--- config.mk ---
export PLATFORM = sky130hd
export DESIGN_NAME = strobe_edge_detect
export DESIGN_NICKNAME = d
export VERILOG_FILES = /design/src/rtl/strobe_pkg.sv /design/src/rtl/strobe_edge_chan.sv /design/src/rtl/strobe_edge_detect.sv
export SDC_FILE = /design/constraint.sdc
export NUM_CORES = 1
export LEC_CHECK = 0
export ABC_AREA = 1
export CAP_MARGIN = 40
export CORE_MARGIN = 5
export CORE_UTILIZATION = 42
export DETAILED_ROUTE_END_ITERATION = 12
export HOLD_SLACK_MARGIN = 0.03
export PLACE_DENSITY = 0.8
export SYNTH_ARGS = -nofsm -noshare
export SYNTH_HDL_FRONTEND = slang
export SYNTH_SLANG_ARGS = --single-unit
--- constraint.sdc ---
create_clock -name clk -period 1.3 [get_ports clk]
set_input_delay 0.325 -clock clk [delete_from_list [all_inputs] [get_ports clk]]
set_output_delay 0.325 -clock clk [all_outputs]
set_load 0.05 [all_outputs]
--- src/rtl/strobe_pkg.sv ---
// Shared definitions for the strobe edge detector: per-channel edge-mode
// encodings, parameter defaults and the edge qualification helper.
package strobe_pkg;

    typedef enum logic [1:0] {
        MODE_OFF  = 2'b00,
        MODE_RISE = 2'b01,
        MODE_FALL = 2'b10,
        MODE_BOTH = 2'b11
    } edge_mode_e;

    localparam int DEF_CHANNELS    = 8;
    localparam int DEF_SYNC_STAGES = 2;
    localparam int DEF_FILT_CYCLES = 4;
    localparam int DEF_RESET_LEVEL = 0;

    function automatic logic edge_qualifies(edge_mode_e m, logic rise, logic fall);
        return (rise && (m == MODE_RISE || m == MODE_BOTH)) ||
               (fall && (m == MODE_FALL || m == MODE_BOTH));
    endfunction

endpackage

--- src/rtl/strobe_edge_chan.sv ---
// One channel of strobe_edge_detect: synchroniser, optional glitch filter
// (compiled in by STROBE_FILTER_EN), edge detector and sticky pending flag.
module strobe_edge_chan
    import strobe_pkg::*;
#(
    parameter int SYNC_STAGES = DEF_SYNC_STAGES,
`ifdef STROBE_FILTER_EN
    parameter int FILT_CYCLES = DEF_FILT_CYCLES,
`endif
    parameter int RESET_LEVEL = DEF_RESET_LEVEL
) (
    input  logic       clk,
    input  logic       rst,
    input  logic       din,
    input  logic [1:0] mode,
    input  logic       clr,
    output logic       strobe,
    output logic       level,
    output logic       pend
);

    localparam logic RST_LVL = (RESET_LEVEL != 0);

    logic [SYNC_STAGES-1:0] sync;
    logic                   s;
    logic                   f;
    logic                   f_d;
    logic                   rise;
    logic                   fall;
    logic                   strobe_nxt;

    always_ff @(posedge clk or posedge rst) begin
        if (rst) begin
            sync <= {SYNC_STAGES{RST_LVL}};
        end else begin
            sync <= {sync[SYNC_STAGES-2:0], din};
        end
    end

    assign s = sync[SYNC_STAGES-1];

`ifdef STROBE_FILTER_EN
    localparam int            CW       = $clog2(FILT_CYCLES + 1);
    localparam logic [CW-1:0] CNT_LAST = CW'(FILT_CYCLES - 1);

    logic [CW-1:0] cnt;

    // The level only moves once s has disagreed with it for FILT_CYCLES edges in a row.
    always_ff @(posedge clk or posedge rst) begin
        if (rst) begin
            cnt <= '0;
            f   <= RST_LVL;
        end else if (s == f) begin
            cnt <= '0;
        end else if (cnt == CNT_LAST) begin
            f   <= s;
            cnt <= '0;
        end else begin
            cnt <= cnt + 1'b1;
        end
    end
`else
    // Without the filter the last synchroniser stage already is the level register.
    assign f = s;
`endif

    always_ff @(posedge clk or posedge rst) begin
        if (rst) begin
            f_d <= RST_LVL;
        end else begin
            f_d <= f;
        end
    end

    assign rise       = f & ~f_d;
    assign fall       = ~f & f_d;
    assign strobe_nxt = edge_qualifies(edge_mode_e'(mode), rise, fall);

    // A new event outranks a clear arriving on the same edge.
    always_ff @(posedge clk or posedge rst) begin
        if (rst) begin
            strobe <= 1'b0;
            pend   <= 1'b0;
        end else begin
            strobe <= strobe_nxt;
            pend   <= strobe_nxt | (pend & ~clr);
        end
    end

    assign level = f;

endmodule

--- src/rtl/strobe_edge_detect.sv ---
// Multi-channel strobe edge detector; one strobe_edge_chan per input channel.
// Define STROBE_FILTER_EN to build in the per-channel glitch filter.
module strobe_edge_detect
    import strobe_pkg::*;
#(
    parameter int CHANNELS    = DEF_CHANNELS,
    parameter int SYNC_STAGES = DEF_SYNC_STAGES,
    parameter int FILT_CYCLES = DEF_FILT_CYCLES,
    parameter int RESET_LEVEL = DEF_RESET_LEVEL
) (
    input  logic                  clk,
    input  logic                  rst,
    input  logic [CHANNELS-1:0]   in,
    input  logic [2*CHANNELS-1:0] mode,
    input  logic [CHANNELS-1:0]   clr,
    output logic [CHANNELS-1:0]   strobe,
    output logic [CHANNELS-1:0]   level,
    output logic [CHANNELS-1:0]   pend
);

    if (CHANNELS < 1 || CHANNELS > 32) begin : g_bad_channels
        $error("strobe_edge_detect: CHANNELS must be in 1..32");
    end
    if (SYNC_STAGES < 2) begin : g_bad_sync
        $error("strobe_edge_detect: SYNC_STAGES must be at least 2");
    end
    if (FILT_CYCLES < 1) begin : g_bad_filt
        $error("strobe_edge_detect: FILT_CYCLES must be at least 1");
    end

    for (genvar i = 0; i < CHANNELS; i++) begin : g_chan
        strobe_edge_chan #(
            .SYNC_STAGES (SYNC_STAGES),
`ifdef STROBE_FILTER_EN
            .FILT_CYCLES (FILT_CYCLES),
`endif
            .RESET_LEVEL (RESET_LEVEL)
        ) u_chan (
            .clk    (clk),
            .rst    (rst),
            .din    (in[i]),
            .mode   (mode[2*i +: 2]),
            .clr    (clr[i]),
            .strobe (strobe[i]),
            .level  (level[i]),
            .pend   (pend[i])
        );
    end

endmodule

==> out/metrics.cfg, run 1 <==
[status]
status=finished, final reports clean

[power]
powerDensity_nw_per_um2=1240
ir_drop_mv=0.841
p_total_mw=2.86
leakage_nw=1.16

[cts]
tritoncts=done
cts_root_buffer=clkbuf_4
cts.htree.levels=2
hold_buffers=0
insertion_delay_ns=0.34
clock_sinks=40
clockBufferDepth=2
cts_buffers=5
clkTransAtPathRegs_ns=0.12

[timing]
rsz0062_at_grt=yes
relSlewSlack=0.863
tightest_slew_ns=0.206
min_period_ns=1.28
setup_violations=0
finalHoldViolations=0
period_share=0.988
slew_viol_final=0
worst_clock_skew_ns=0.00695
fmax_mhz=778

[detailed_routing]
vias=976
wl_per_cell_microns=13.2
wl_microns=2960
drtPass1Iterations=4
drtIter0Drc=32
drc=0
vias_per_cell=4.34
ant_nets=0

[critical_path]
critPathLaunchType=flop
criticalPathCategory=flop to output pin
path_buf_inv=1
arrival_ns=0.96
crit_path_top_delay_cell=dfrtp_2
crit_path_max_fanout=4
cp.required_ns=0.98
crit_path_start=g_chan[6].u_chan.sync[1]$_DFF_PP0_
slowest_delay_ns=0.46
cp_top_family=flip-flops
path_cells=buf_12
timing.rr.start=g_chan[0].u_chan.sync[1]$_DFF_PP0_
worstSetupEndpointType=output pin

[final_layout]
nFillCells=241
areaGrowthSynthToFinish_pct=58.6
fin_nets=212
fin_cells=225
layout_common_cells=dfrtp_1, clkdlybuf4s50_1, inv_1, buf_12, nand3_1
antennaDiodeCount=0
drive_above_1_share=0.246
final_common_cell=dfrtp_1

[yosys]
synth_nets=163
ys_seq_area_frac=0.688
netlist_instances=129
ys_warn_count=0
synth_area_per_cell_sq_um=11.3
ys_ff_latch=40
synth_cell_types=5
syn_area_sq_um=1460

[floorplan]
io_pins=58
die_area_sq_um=4740
fp.coreArea_sq_um=3340
rows=21
start_util=0.436
die_y_microns=68.9
fp.dieW_microns=68.9

[place]
post-place-cells=209
gp_congestion=0.616
hpwl_microns=2360
io_buffers=57

[global_routing]
grt_max_degree=41
gr-usage-all-layers=0.142
grt_overflow=0
grt_antenna_before_repair=0
grt_pass1_vias=1052
grt_pass1_wl_microns=4760

[job]
drv_cap=0

[hold_path]
hold_class=input port to async pin

[logic make-up after synthesis]
| family | count (synthesis) | share of synthesized area |
|---|---|---|
| flip-flops | 40 | 0.688 |
| buffers and inverters | 49 | 0.188 |
| AND/OR/NAND/NOR | 40 | 0.124 |
[report_power, final]
part           internal (mW)  total, mW  switching, mW
Clock                  0.401      0.794          0.393
Combinational          0.350      0.664          0.314
Sequential              1.33       1.40         0.0718
Total                   2.08       2.86          0.779
[through the flow]
step | area (sq um) | hold WS (ns) | setup WS, ns | TNS (ns) | util
5_1_grt | 2310 | 0.365 | -0.0511 | -0.215 | 0.691
2_1_floorplan | 1460 | 0.331 | 0.0574 | 0 | -
3_5_place_dp | 2160 | 0.336 | 0.198 | 0 | 0.648
6_report | 2310 | 0.360 | 0.0152 | 0 | 0.691
4_1_cts | 2290 | 0.359 | -0.0291 | -0.0554 | 0.687
3_3_place_gp | 2160 | 0.333 | 0.237 | 0 | 0.648
[sequential cells by signal (all words and copies together) (netlist names)]
signal,flops
g_chan.u_chan.f_d,8
g_chan.u_chan.sync,16
g_chan.u_chan.strobe,8
g_chan.u_chan.pend,8
[final timing paths]
kind,end,slack [ns],depth (start not counted)
max,level[6],0.02,1
min,g_chan[7].u_chan.strobe$_DFF_PP0_,0.36,3
max reg2reg,g_chan[0].u_chan.pend$_DFF_PP0_,0.32,5
min reg2reg,g_chan[7].u_chan.sync[1]$_DFF_PP0_,0.36,0
max in group asynchronous,g_chan[2].u_chan.sync[1]$_DFF_PP0_,0.75,3
min in group clk,g_chan[7].u_chan.sync[1]$_DFF_PP0_,0.36,0
[area by class of cell]
type                            count  area (sq um)  area share
Clock buffer                        5          37.5      0.0163
Multi-Input combinational cell     40           180      0.0781
Sequential cell                    40          1000       0.435
Inverter                           25          93.8      0.0407
Tap cell                           46          57.6      0.0249
Timing Repair Buffer               66           891       0.386
Clock inverter                      3          42.5      0.0184
[Yosys cell counts]
cell / count / area [sq um]
nand2_1: 16 / 60.1
inv_1: 25 / 93.8
buf_4: 24 / 180
nand3_1: 24 / 120
dfrtp_1: 40 / 1000
[what timing repair did]
| action | CTS | global route |
|---|---|---|
| buffers inserted | 6 | 2 |
| setup endpoints to repair | 9 | 12 |
| gates resized for setup | 2 | 1 |
[layer usage]
| metal | vias to the layer above | share of wire | track usage |
|---|---|---|---|
| met5 | - | 0 | 0 |
| met4 | 0 | 0.011 | 0.0511 |
| met3 | 6 | 0.10 | 0.0746 |
| met2 | 42 | 0.54 | 0.252 |
| met1 | 465 | 0.34 | 0.140 |
| li1 | 463 | - | - |
Note: power is estimated with default switching activity, not from simulation.
==> run 2, diff against run 1 <==
--- a/config.mk
+++ b/config.mk
@@ -8,10 +8,11 @@
 export ABC_AREA = 1
 export CAP_MARGIN = 40
 export CORE_MARGIN = 5
-export CORE_UTILIZATION = 42
+export CORE_UTILIZATION = 40
 export DETAILED_ROUTE_END_ITERATION = 12
 export HOLD_SLACK_MARGIN = 0.03
-export PLACE_DENSITY = 0.8
+export PLACE_DENSITY = 0.79
 export SYNTH_ARGS = -nofsm -noshare
 export SYNTH_HDL_FRONTEND = slang
+export SYNTH_HIERARCHICAL = 1
 export SYNTH_SLANG_ARGS = --single-unit
==> run 2 against run 1 <==
Compared with the run above:
- clock skew is 0.0022 ns higher
- sequential power about the same
- synthesized cell count fell by 13%
- sequential share of layout area fell by 0.20 points
- design area up 0.22%
- non-clock buffer count increased by 2
- critical path type unchanged
- largest cell class unchanged
- highest routed layer unchanged
==> out/metrics.cfg, run 2 <==
[status]
status=finished, final reports clean

[place]
gp_congestion=0.789
io_buffers=57
dp_slack_ns=0.142
post-place-cells=213
hpwl_microns=2420

[timing]
worst_clock_skew_ns=0.00910
period_share=0.993
finalHoldViolations=0
fmax_mhz=775
slew_viol_final=0
setup_violations=0
tightest_slew_ns=0.345
relSlewSlack=0.769
setup_slack_ns=0.00974
rsz0062_at_grt=yes
min_period_ns=1.29

[critical_path]
crit_path_top_delay_cell=dfrtp_2
slowest_delay_ns=0.46
arrival_ns=0.97
r2r_cells=3
path_cells=buf_12
cp_top_family=flip-flops
r2r-end=g_chan[7].u_chan/pend$_DFF_PP0_
critPathLaunchType=flop
criticalPathCategory=flop to output pin
crit_path_max_fanout=4
cp.required_ns=0.98
path_buf_inv=1
timing.rr.start=g_chan[7].u_chan/sync[1]$_DFF_PP0_
rrSetupSlack_ns=0.40
worstSetupEndpointType=output pin

[yosys]
synth_common_cells=dfrtp_1, inv_1, nand3_1, nand2_1
yosys-top-cells-area=dfrtp_1, nand3_1, inv_1
netlist_instances=112
synth_top_area_frac=0.769
ys_warn_count=6
synth_top_flop_cell=dfrtp_1
syn_area_sq_um=1300
ys_seq_area_frac=0.769
synth_top_area_cell=dfrtp_1
ys_ff_latch=40
synth_cell_types=4
synth_area_per_cell_sq_um=11.6
yosysMostFrequentCell=dfrtp_1
synth_edf_count=0
synth_nets=146
synthArstFlopShare=1.00

[detailed_routing]
vias=1023
vias_per_cell=4.41
drc=0
wl_per_cell_microns=13.3
drtPass1Iterations=4
ant_nets=0
wl_microns=3080
drtIter0Drc=7

[cts]
cts_root_buffer=clkbuf_4
clockBufferDepth=2
clkTransAtPathRegs_ns=0.11
hold_buffers=0
cts_buffers=5
clock_sinks=40
insertion_delay_ns=0.34
tritoncts=done
cts.htree.levels=2

[final_layout]
largest_register=g_chan.u_chan/sync
final_common_cell=dfrtp_1
largest_reg_flops=16
fin_cells=232
layout_common_cells=dfrtp_1, clkdlybuf4s50_1, inv_1
fin_nets=221
antennaDiodeCount=0
areaGrowthSynthToFinish_pct=77.7
drive_above_1_share=0.234

[floorplan]
die_area_sq_um=4490
rows=20
io_pins=58
fp.dieW_microns=67.0
fp.coreArea_sq_um=3080
start_util=0.423
die_y_microns=67.0

[global_routing]
grt_pass1_wl_microns=5190
grt_antenna_before_repair=0
grt_max_degree=13
grt_pass1_vias=1238
grt_overflow=0
gr-usage-all-layers=0.162

[job]
drv_cap=0

[power]
ir_drop_mv=1.01
powerDensity_nw_per_um2=1170
leakage_nw=1.20
p_total_mw=2.71

[hold_path]
min_from=g_chan[5].u_chan/sync[0]$_DFF_PP0_
hold_class=flop to flop
hold_depth=0
hold-path-endpoint=g_chan[5].u_chan/sync[1]$_DFF_PP0_

run 2: changes by cell type in the layout (fill, tap and decap cells not counted):
cell / previous run / this run
bufinv_16: 1 / 0
buf_12: 25 / 24
clkbuf_8: 0 / 1
dfrtp_1: 37 / 39
buf_4: 8 / 11
clkinv_2: 1 / 2
dfrtp_2: 3 / 1
inv_1: 25 / 32
clkinvlp_4: 1 / 0
run 2: logic make-up (layout without fill, tap and decap cells):
| logic type | Yosys count | count (layout) | synth area share |
|---|---|---|---|
| flip-flops | 40 | 40 | 0.769 |
| AND/OR/NAND/NOR | 40 | 40 | 0.138 |
| buffers and inverters | 32 | 108 | 0.0923 |
run 2: through the flow:
stage                util  hold slack, ns  setup TNS [ns]  area (sq um)
finish              0.751           0.360               0          2310
global route        0.751           0.369          -0.247          2310
CTS                 0.744           0.364         -0.0199          2290
detailed placement  0.704           0.339               0          2170
global placement    0.704           0.335               0          2170
floorplan               -           0.104               0          1300
run 2: layout make-up:
cell class / instances / area (sq um)
Sequential cell: 40 / 1000
Timing Repair Buffer: 68 / 893
Fill cell: 208 / 766
Multi-Input combinational cell: 40 / 180
Inverter: 32 / 120
Tap cell: 44 / 55.1
Clock buffer: 6 / 51.3
Clock inverter: 2 / 10.0
run 2: where the power goes:
| group | switching [mW] | internal [mW] | total [mW] |
|---|---|---|---|
| Sequential | 0.0707 | 1.33 | 1.40 |
| Clock | 0.377 | 0.257 | 0.634 |
| Combinational | 0.323 | 0.355 | 0.679 |
| Total | 0.771 | 1.94 | 2.71 |
run 2: worst max-delay path by stage:
stage                                             from                               to  slack, ns  cells after the start
finish              g_chan[0].u_chan/sync[1]$_DFF_PP0_                         level[0]       0.01                      1
global route        g_chan[0].u_chan/sync[1]$_DFF_PP0_                         level[0]      -0.04                      1
CTS                 g_chan[0].u_chan/sync[1]$_DFF_PP0_                         level[0]      -0.02                      1
detailed placement                              clr[1]  g_chan[1].u_chan/pend$_DFF_PP0_       0.14                      4
global placement                                clr[4]  g_chan[4].u_chan/pend$_DFF_PP0_       0.23                      4
floorplan           g_chan[0].u_chan/sync[1]$_DFF_PP0_  g_chan[0].u_chan/pend$_DFF_PP0_       0.32                      3
run 2: what timing repair did:
| item | in CTS | in global routing |
|---|---|---|
| endpoints found under the setup margin | 9 | 14 |
| setup buffers | 8 | 3 |
| gates resized for setup | 1 | 0 |
| pin swaps | 0 | 0 |
run 2: metal layers:
layer | part of all wire | up-vias | track usage
met1 | 0.34 | 490 | 0.141
li1 | - | 479 | -
met5 | 0 | - | 0
met3 | 0.081 | 8 | 0.0641
met2 | 0.55 | 46 | 0.304
met4 | 0.024 | 0 | 0.0911
